### src/rtl/mem_stage_ctrl_if.sv
// mem_stage_ctrl_if
// Bundles the MEM-stage pipeline controls, the data-cache request/hit
// handshake and the load-data return path between the pipeline and
// mem_stage_ctrl.
//   slave  : used by mem_stage_ctrl (pipeline/cache inputs in, requests out)
//   master : used by the surrounding pipeline/cache model
// Optional macro LLSC_EN adds the load-linked / store-conditional signals.
interface mem_stage_ctrl_if #(
  parameter int WORD_W = 32
);
  typedef logic [WORD_W-1:0] word_t;

  logic  mem_valid;
  logic  MemRead_in;
  logic  MemWrite_in;
  word_t aluOutport_in;
  word_t store_in;
  logic  advance;
  logic  dhit;
  word_t dmemload;
  logic  dmemREN;
  logic  dmemWEN;
  word_t dmemaddr;
  word_t dmemstore;
  logic  mem_stall;
  word_t dmemload_out;
`ifdef LLSC_EN
  logic  LL_in;
  logic  SC_in;
  logic  snoop_inv;
  word_t snoop_addr;
  word_t sc_result;
`endif

  modport slave (
    input  mem_valid, MemRead_in, MemWrite_in, aluOutport_in, store_in,
    input  advance, dhit, dmemload,
`ifdef LLSC_EN
    input  LL_in, SC_in, snoop_inv, snoop_addr,
    output sc_result,
`endif
    output dmemREN, dmemWEN, dmemaddr, dmemstore, mem_stall, dmemload_out
  );

  modport master (
    output mem_valid, MemRead_in, MemWrite_in, aluOutport_in, store_in,
    output advance, dhit, dmemload,
`ifdef LLSC_EN
    output LL_in, SC_in, snoop_inv, snoop_addr,
    input  sc_result,
`endif
    input  dmemREN, dmemWEN, dmemaddr, dmemstore, mem_stall, dmemload_out
  );
endinterface

### src/rtl/mem_stage_ctrl.sv
// mem_stage_ctrl
// MEM-stage data-memory access controller. Converts the latched
// MemRead/MemWrite controls into a dmemREN/dmemWEN request to the data
// cache, stalls the pipeline until dhit, and returns load data to MEM/WB.
// Ports:
//   CLK  : system clock, rising edge
//   nRST : asynchronous active-low reset
//   bus  : mem_stage_ctrl_if.slave (pipeline controls, cache handshake,
//          load data out)
// Optional macro LLSC_EN: adds a link register for LL/SC atomics.
//
// state  | meaning
// IDLE   | no access outstanding; a new instruction may issue
// ACCESS | request issued, waiting for dhit
// HOLD   | access done, pipeline frozen; no re-issue until advance
module mem_stage_ctrl #(
  parameter int WORD_W = 32
) (
  input  logic            CLK,
  input  logic            nRST,
  mem_stage_ctrl_if.slave bus
);
  typedef logic [WORD_W-1:0] word_t;
  typedef enum logic [1:0] {IDLE, ACCESS, HOLD} state_t;

  state_t state_q, state_d;
  word_t  load_q, load_d;

  logic rd_c, wr_c, op_c, sc_fail_c, req_ok_c;
  logic ren_c, wen_c;

`ifdef LLSC_EN
  logic  link_valid_q, link_valid_d;
  word_t link_addr_q, link_addr_d;
  logic  link_hit_c;
`endif

  // Request decode. A read always wins over a simultaneous write.
  always_comb begin
    rd_c      = bus.MemRead_in;
    wr_c      = bus.MemWrite_in & ~bus.MemRead_in;
    sc_fail_c = 1'b0;
`ifdef LLSC_EN
    link_hit_c = link_valid_q & (bus.aluOutport_in == link_addr_q);
    rd_c       = bus.MemRead_in | bus.LL_in;
    // A failed SC never reaches the cache; it completes locally.
    wr_c       = bus.MemWrite_in & ~rd_c & ~(bus.SC_in & ~link_hit_c);
    sc_fail_c  = bus.mem_valid & bus.SC_in & bus.MemWrite_in & ~rd_c & ~link_hit_c;
`endif
    op_c     = bus.mem_valid & (rd_c | wr_c);
    // Requests are suppressed in HOLD and while reset is held.
    req_ok_c = nRST & (state_q != HOLD);
    ren_c    = rd_c & op_c & req_ok_c;
    wen_c    = wr_c & op_c & req_ok_c;
  end

  assign bus.dmemREN      = ren_c;
  assign bus.dmemWEN      = wen_c;
  assign bus.dmemaddr     = bus.aluOutport_in;
  assign bus.dmemstore    = bus.store_in;
  assign bus.mem_stall    = op_c & ~bus.dhit & req_ok_c;
  assign bus.dmemload_out = (bus.dhit & ren_c) ? bus.dmemload : load_q;

`ifdef LLSC_EN
  assign bus.sc_result = word_t'(bus.mem_valid & bus.SC_in & link_hit_c);
`endif

  always_comb begin
    state_d = state_q;
    load_d  = load_q;
    if (bus.dhit & ren_c) load_d = bus.dmemload;
    unique case (state_q)
      IDLE: begin
        if (op_c & ~bus.dhit)
          state_d = ACCESS;
        else if (((op_c & bus.dhit) | sc_fail_c) & ~bus.advance)
          state_d = HOLD;
      end
      ACCESS: begin
        // Flush (bubble) aborts the access outright.
        if (~op_c)
          state_d = IDLE;
        else if (bus.dhit)
          state_d = bus.advance ? IDLE : HOLD;
      end
      HOLD: begin
        if (bus.advance) state_d = IDLE;
      end
      default: state_d = IDLE;
    endcase
  end

  always_ff @(posedge CLK or negedge nRST) begin
    if (!nRST) begin
      state_q <= IDLE;
      load_q  <= '0;
    end else begin
      state_q <= state_d;
      load_q  <= load_d;
    end
  end

`ifdef LLSC_EN
  // Clears take precedence over a same-cycle LL link set.
  always_comb begin
    link_valid_d = link_valid_q;
    link_addr_d  = link_addr_q;
    if (bus.dhit & ren_c & bus.LL_in) begin
      link_valid_d = 1'b1;
      link_addr_d  = bus.aluOutport_in;
    end
    if (bus.dhit & wen_c & (bus.aluOutport_in == link_addr_q))
      link_valid_d = 1'b0;
    if (bus.snoop_inv & (bus.snoop_addr == link_addr_q))
      link_valid_d = 1'b0;
  end

  always_ff @(posedge CLK or negedge nRST) begin
    if (!nRST) begin
      link_valid_q <= 1'b0;
      link_addr_q  <= '0;
    end else begin
      link_valid_q <= link_valid_d;
      link_addr_q  <= link_addr_d;
    end
  end
`endif
endmodule

### src/flat_wrapper.sv
// flat-port wrapper written by rule: the top's interface ports become plain ports
module mem_stage_ctrl_flat 
#(
  parameter int WORD_W = 32
)
  (CLK, nRST, bus_mem_valid, bus_MemRead_in, bus_MemWrite_in, bus_aluOutport_in, bus_store_in, bus_advance, bus_dhit, bus_dmemload, bus_dmemREN, bus_dmemWEN, bus_dmemaddr, bus_dmemstore, bus_mem_stall, bus_dmemload_out);
  mem_stage_ctrl_if #(.WORD_W(WORD_W)) bus_i ();
  input  logic CLK;
  input  logic nRST;
  input wire logic [$bits(bus_i.mem_valid)-1:0] bus_mem_valid;
  input wire logic [$bits(bus_i.MemRead_in)-1:0] bus_MemRead_in;
  input wire logic [$bits(bus_i.MemWrite_in)-1:0] bus_MemWrite_in;
  input wire logic [$bits(bus_i.aluOutport_in)-1:0] bus_aluOutport_in;
  input wire logic [$bits(bus_i.store_in)-1:0] bus_store_in;
  input wire logic [$bits(bus_i.advance)-1:0] bus_advance;
  input wire logic [$bits(bus_i.dhit)-1:0] bus_dhit;
  input wire logic [$bits(bus_i.dmemload)-1:0] bus_dmemload;
  output wire logic [$bits(bus_i.dmemREN)-1:0] bus_dmemREN;
  output wire logic [$bits(bus_i.dmemWEN)-1:0] bus_dmemWEN;
  output wire logic [$bits(bus_i.dmemaddr)-1:0] bus_dmemaddr;
  output wire logic [$bits(bus_i.dmemstore)-1:0] bus_dmemstore;
  output wire logic [$bits(bus_i.mem_stall)-1:0] bus_mem_stall;
  output wire logic [$bits(bus_i.dmemload_out)-1:0] bus_dmemload_out;
  assign bus_i.mem_valid = bus_mem_valid;
  assign bus_i.MemRead_in = bus_MemRead_in;
  assign bus_i.MemWrite_in = bus_MemWrite_in;
  assign bus_i.aluOutport_in = bus_aluOutport_in;
  assign bus_i.store_in = bus_store_in;
  assign bus_i.advance = bus_advance;
  assign bus_i.dhit = bus_dhit;
  assign bus_i.dmemload = bus_dmemload;
  assign bus_dmemREN = bus_i.dmemREN;
  assign bus_dmemWEN = bus_i.dmemWEN;
  assign bus_dmemaddr = bus_i.dmemaddr;
  assign bus_dmemstore = bus_i.dmemstore;
  assign bus_mem_stall = bus_i.mem_stall;
  assign bus_dmemload_out = bus_i.dmemload_out;
  mem_stage_ctrl #(.WORD_W(WORD_W)) u_core (.CLK(CLK), .nRST(nRST), .bus(bus_i));
endmodule
### config.mk
export PLATFORM = sky130hd
export DESIGN_NAME = mem_stage_ctrl_flat
export DESIGN_NICKNAME = d
export VERILOG_FILES = /design/src/rtl/mem_stage_ctrl_if.sv /design/src/rtl/mem_stage_ctrl.sv /design/src/flat_wrapper.sv
export SDC_FILE = /design/constraint.sdc
export NUM_CORES = 1
export LEC_CHECK = 0
export ABC_AREA = 0
export ABC_CLOCK_PERIOD_IN_PS = 1400
export CAP_MARGIN = 20
export CORE_AREA = 2 2 77 79
export CTS_BUF_LIST = sky130_fd_sc_hd__clkbuf_4 sky130_fd_sc_hd__clkbuf_8
export DETAILED_ROUTE_END_ITERATION = 16
export DIE_AREA = 0 0 79 81
export DONT_BUFFER_PORTS = 1
export PLACE_DENSITY_LB_ADDON = 0.08
export SLEW_MARGIN = 15
export SYNTH_ARGS = -nofsm -noshare
export SYNTH_HDL_FRONTEND = slang
export SYNTH_SLANG_ARGS = --single-unit
### constraint.sdc
create_clock -name CLK -period 1.4 [get_ports CLK]
set_input_delay 0.14 -clock CLK [delete_from_list [all_inputs] [get_ports CLK]]
set_output_delay 0.14 -clock CLK [all_outputs]
set_load 0.05 [all_outputs]
==> out/qor.yml <==
timing:
  max_freq_ghz: 0.582
  finClkSkew_ns: 0.00459
  period_share_pct: 123
  finalHoldViolCount: 0
  worstMarginPinSlew_ns: 0.388
  slew_headroom_pct: 73.9
  fin_setup_tns_ns: -10.03
  setup_slack_ns: -0.318
  rsz0062_at_grt: "true"
  period_minus_slack_ns: 1.72
  slew_violations: 0
  setup_viol: 57
die:
  die-width_um: 79
  fp.dieH_um: 81
  rows: 28
  start_util_pct: 33.7
  die-area_um2: 6400
  ios: 202
  core_um2: 5680
cells_and_area:
  regArea_um2: 851
  multi_input_area_um2: 589
  fin_nets: 206
  final_cell_area_um2: 1870
  drive_gt1_share_pct: 58.7
  diodes: 0
  num-fill-cells: 574
  syn2layout_area_growth_pct: -2.03
cts:
  cts_root_buffer: "clkbuf_8"
  clk_latency_ns: 0.28
  cts-buffers-inserted: 5
  cts.sinks: 34
  cts.path.max_buffers: 2
  cts-htree-levels: 2
  path_clk_slew_ns: 0.07
  cts_tree: "built"
logic_synthesis:
  yosysSeqAreaShare_pct: 44.5
  synth_edf_count: 0
  synthArstFlopShare_pct: 100
  syn_nets: 249
  avgSynthCellArea_um2: 13.1
  synth_common_cells: "buf_4 (64), dfrtp_1 (34), mux2_4 (30)"
  ys_ff_latch: 34
  synth_cells: 146
  synth_area_um2: 1910
  synth.most_common_cell: "buf_4"
  synth_area_leaders: "dfrtp_1 (44%), buf_4 (25%), mux2_4 (24%), buf_6 (1.8%), mux2_2 (1.2%)"
  synth_top_area_share_pct: 44.5
  synth_cell_types: 17
  ys.warnings.count: 0
  synth_top_cell_by_area: "dfrtp_1"
  synthFlopType: "dfrtp_1"
placement:
  gp_congestion: 0.754
  numPortBuffers: 0
  postPlaceCellArea_um2: 1580
  dpl.hpwl_um: 2320
worst_setup_path:
  path_class: "flop to output port"
  arrival_ns: 1.58
  critPathLaunch: "u_core.state_q[1]"
  cp-end-kind: "output port"
  r2r_start: "u_core.state_q[1]"
  cp.required_ns: 1.26
  cp_max_fo: 7
  startpoint_type: "flop"
pwr:
  p_per_area_nw_per_um2: 1920
  p_leak_nw: 0.920
  finalPower_w: 0.00360
  ir_worst_vdd_v: 0.00108
status:
  status: "finished with violations"
  violations: "negative setup slack"
grt:
  grt_pass1_wl_um: 4860
  grt_usage_pct: 9.97
  gr-usage-met3_pct: 7.89
  grt_pass1_vias: 941
  grt_max_degree: 35
  grt_overflow: 0
  use_met1_pct: 11.6
  use_met2_pct: 13.9
  grt.busiest_layer: "met2"
  antenna_found_initial: 0
worst_hold_path:
  worstHoldStart: "bus_mem_valid"
  min_path_type: "input pin to flop"
drt:
  first_pass_iters: 4
  route.detailed.drc: 0
  antenna_left: 0
  via_per_inst: 4.69
  initialDrtViolationCount: 33
  wirelength_um: 3290
  wl_per_cell_um: 18.4
  vias: 840
flow_run:
  maxCapViolCount: 0
==> placed cells by master (no fill, tap or decap), drive strengths merged <==
cell / count
and3: 1
mux2: 32
nand2b: 1
or3b: 1
o21ai: 1
clkinv: 2
a21oi: 1
inv: 1
nor2: 1
nor3b: 1
dlygate4sd3: 3
dfrtp: 34
bufinv: 1
nor3: 2
nand2: 1
buf: 14
nand3: 2
clkbuf: 5
==> registers in the layout (all words and copies together) (netlist names) <==
signal	flops
u_core.state_q	2
u_core.load_q	32
==> metrics by stage <==
step	setup WS [ns]	hold slack, ns	utilization (%)	std cells
2_1_floorplan	-0.0256	-0.156	-	146
3_3_place_gp	-0.0417	-0.154	27.9	163
3_5_place_dp	-0.0818	-0.155	27.9	163
4_1_cts	-0.335	0.0936	33.2	179
5_1_grt	-0.372	0.119	33.0	179
6_report	-0.318	0.106	33.0	179
==> path summary, 6_finish.rpt <==
path,end,slack (ns),depth (start not counted)
setup / recovery,bus_dmemload_out[6],-0.32,5
hold / removal,u_core.state_q[0],0.11,2
setup reg to reg,u_core.load_q[29],-0.04,5
hold reg to reg,u_core.load_q[10],0.63,1
max in group asynchronous,u_core.load_q[23],0.91,2
min in group asynchronous,u_core.load_q[6],0.31,2
==> power breakdown <==
| part | switching (W) | internal [W] | total [W] |
|---|---|---|---|
| Sequential | 0.0000688 | 0.00121 | 0.00128 |
| Clock | 0.000351 | 0.000524 | 0.000875 |
| Combinational | 0.00106 | 0.000386 | 0.00145 |
| Total | 0.00148 | 0.00212 | 0.00360 |
==> cells by family (layout without fill, tap and decap cells) <==
logic type | Yosys count | count (layout) | synth area share [%]
compound gates | 2 | 2 | 0.523
buf+inv | 68 | 26 | 27.1
flops | 34 | 34 | 44.5
mux | 32 | 32 | 24.7
simple gates | 10 | 10 | 3.20
==> final cells by class <==
type,count,area share (%)
clock inverters,3,2.14
clock buffers,5,3.67
repair buffers,17,12.1
multi-input cells,44,31.4
inverters,1,0.200
well taps,75,5.01
flip-flops and latches,34,45.4
==> worst max-delay path, cell delays in order (launching register included) <==
cell,delay [ns]
dfrtp_1,0.42
nand2b_4,0.09
nand3_4,0.11
buf_12,0.15
buf_12,0.13
mux2_4,0.39
==> timing repair <==
item | in CTS | in global routing
endpoints found under the hold margin | 36 | 0
setup buffers | 4 | 1
hold buffers | 4 | 0
gates cloned | 1 | 0
resized for setup | 13 | 2
endpoints found under the setup margin | 65 | 67
pin swaps | 3 | 1
==> metal layers <==
metal  vias up  wire length [um]
met2       101              1470
met3         9               565
met5         -                 0
met1       404              1210
li1        326                 -
met4         0                45
No activity file was read; power rests on OpenSTA's default activity.
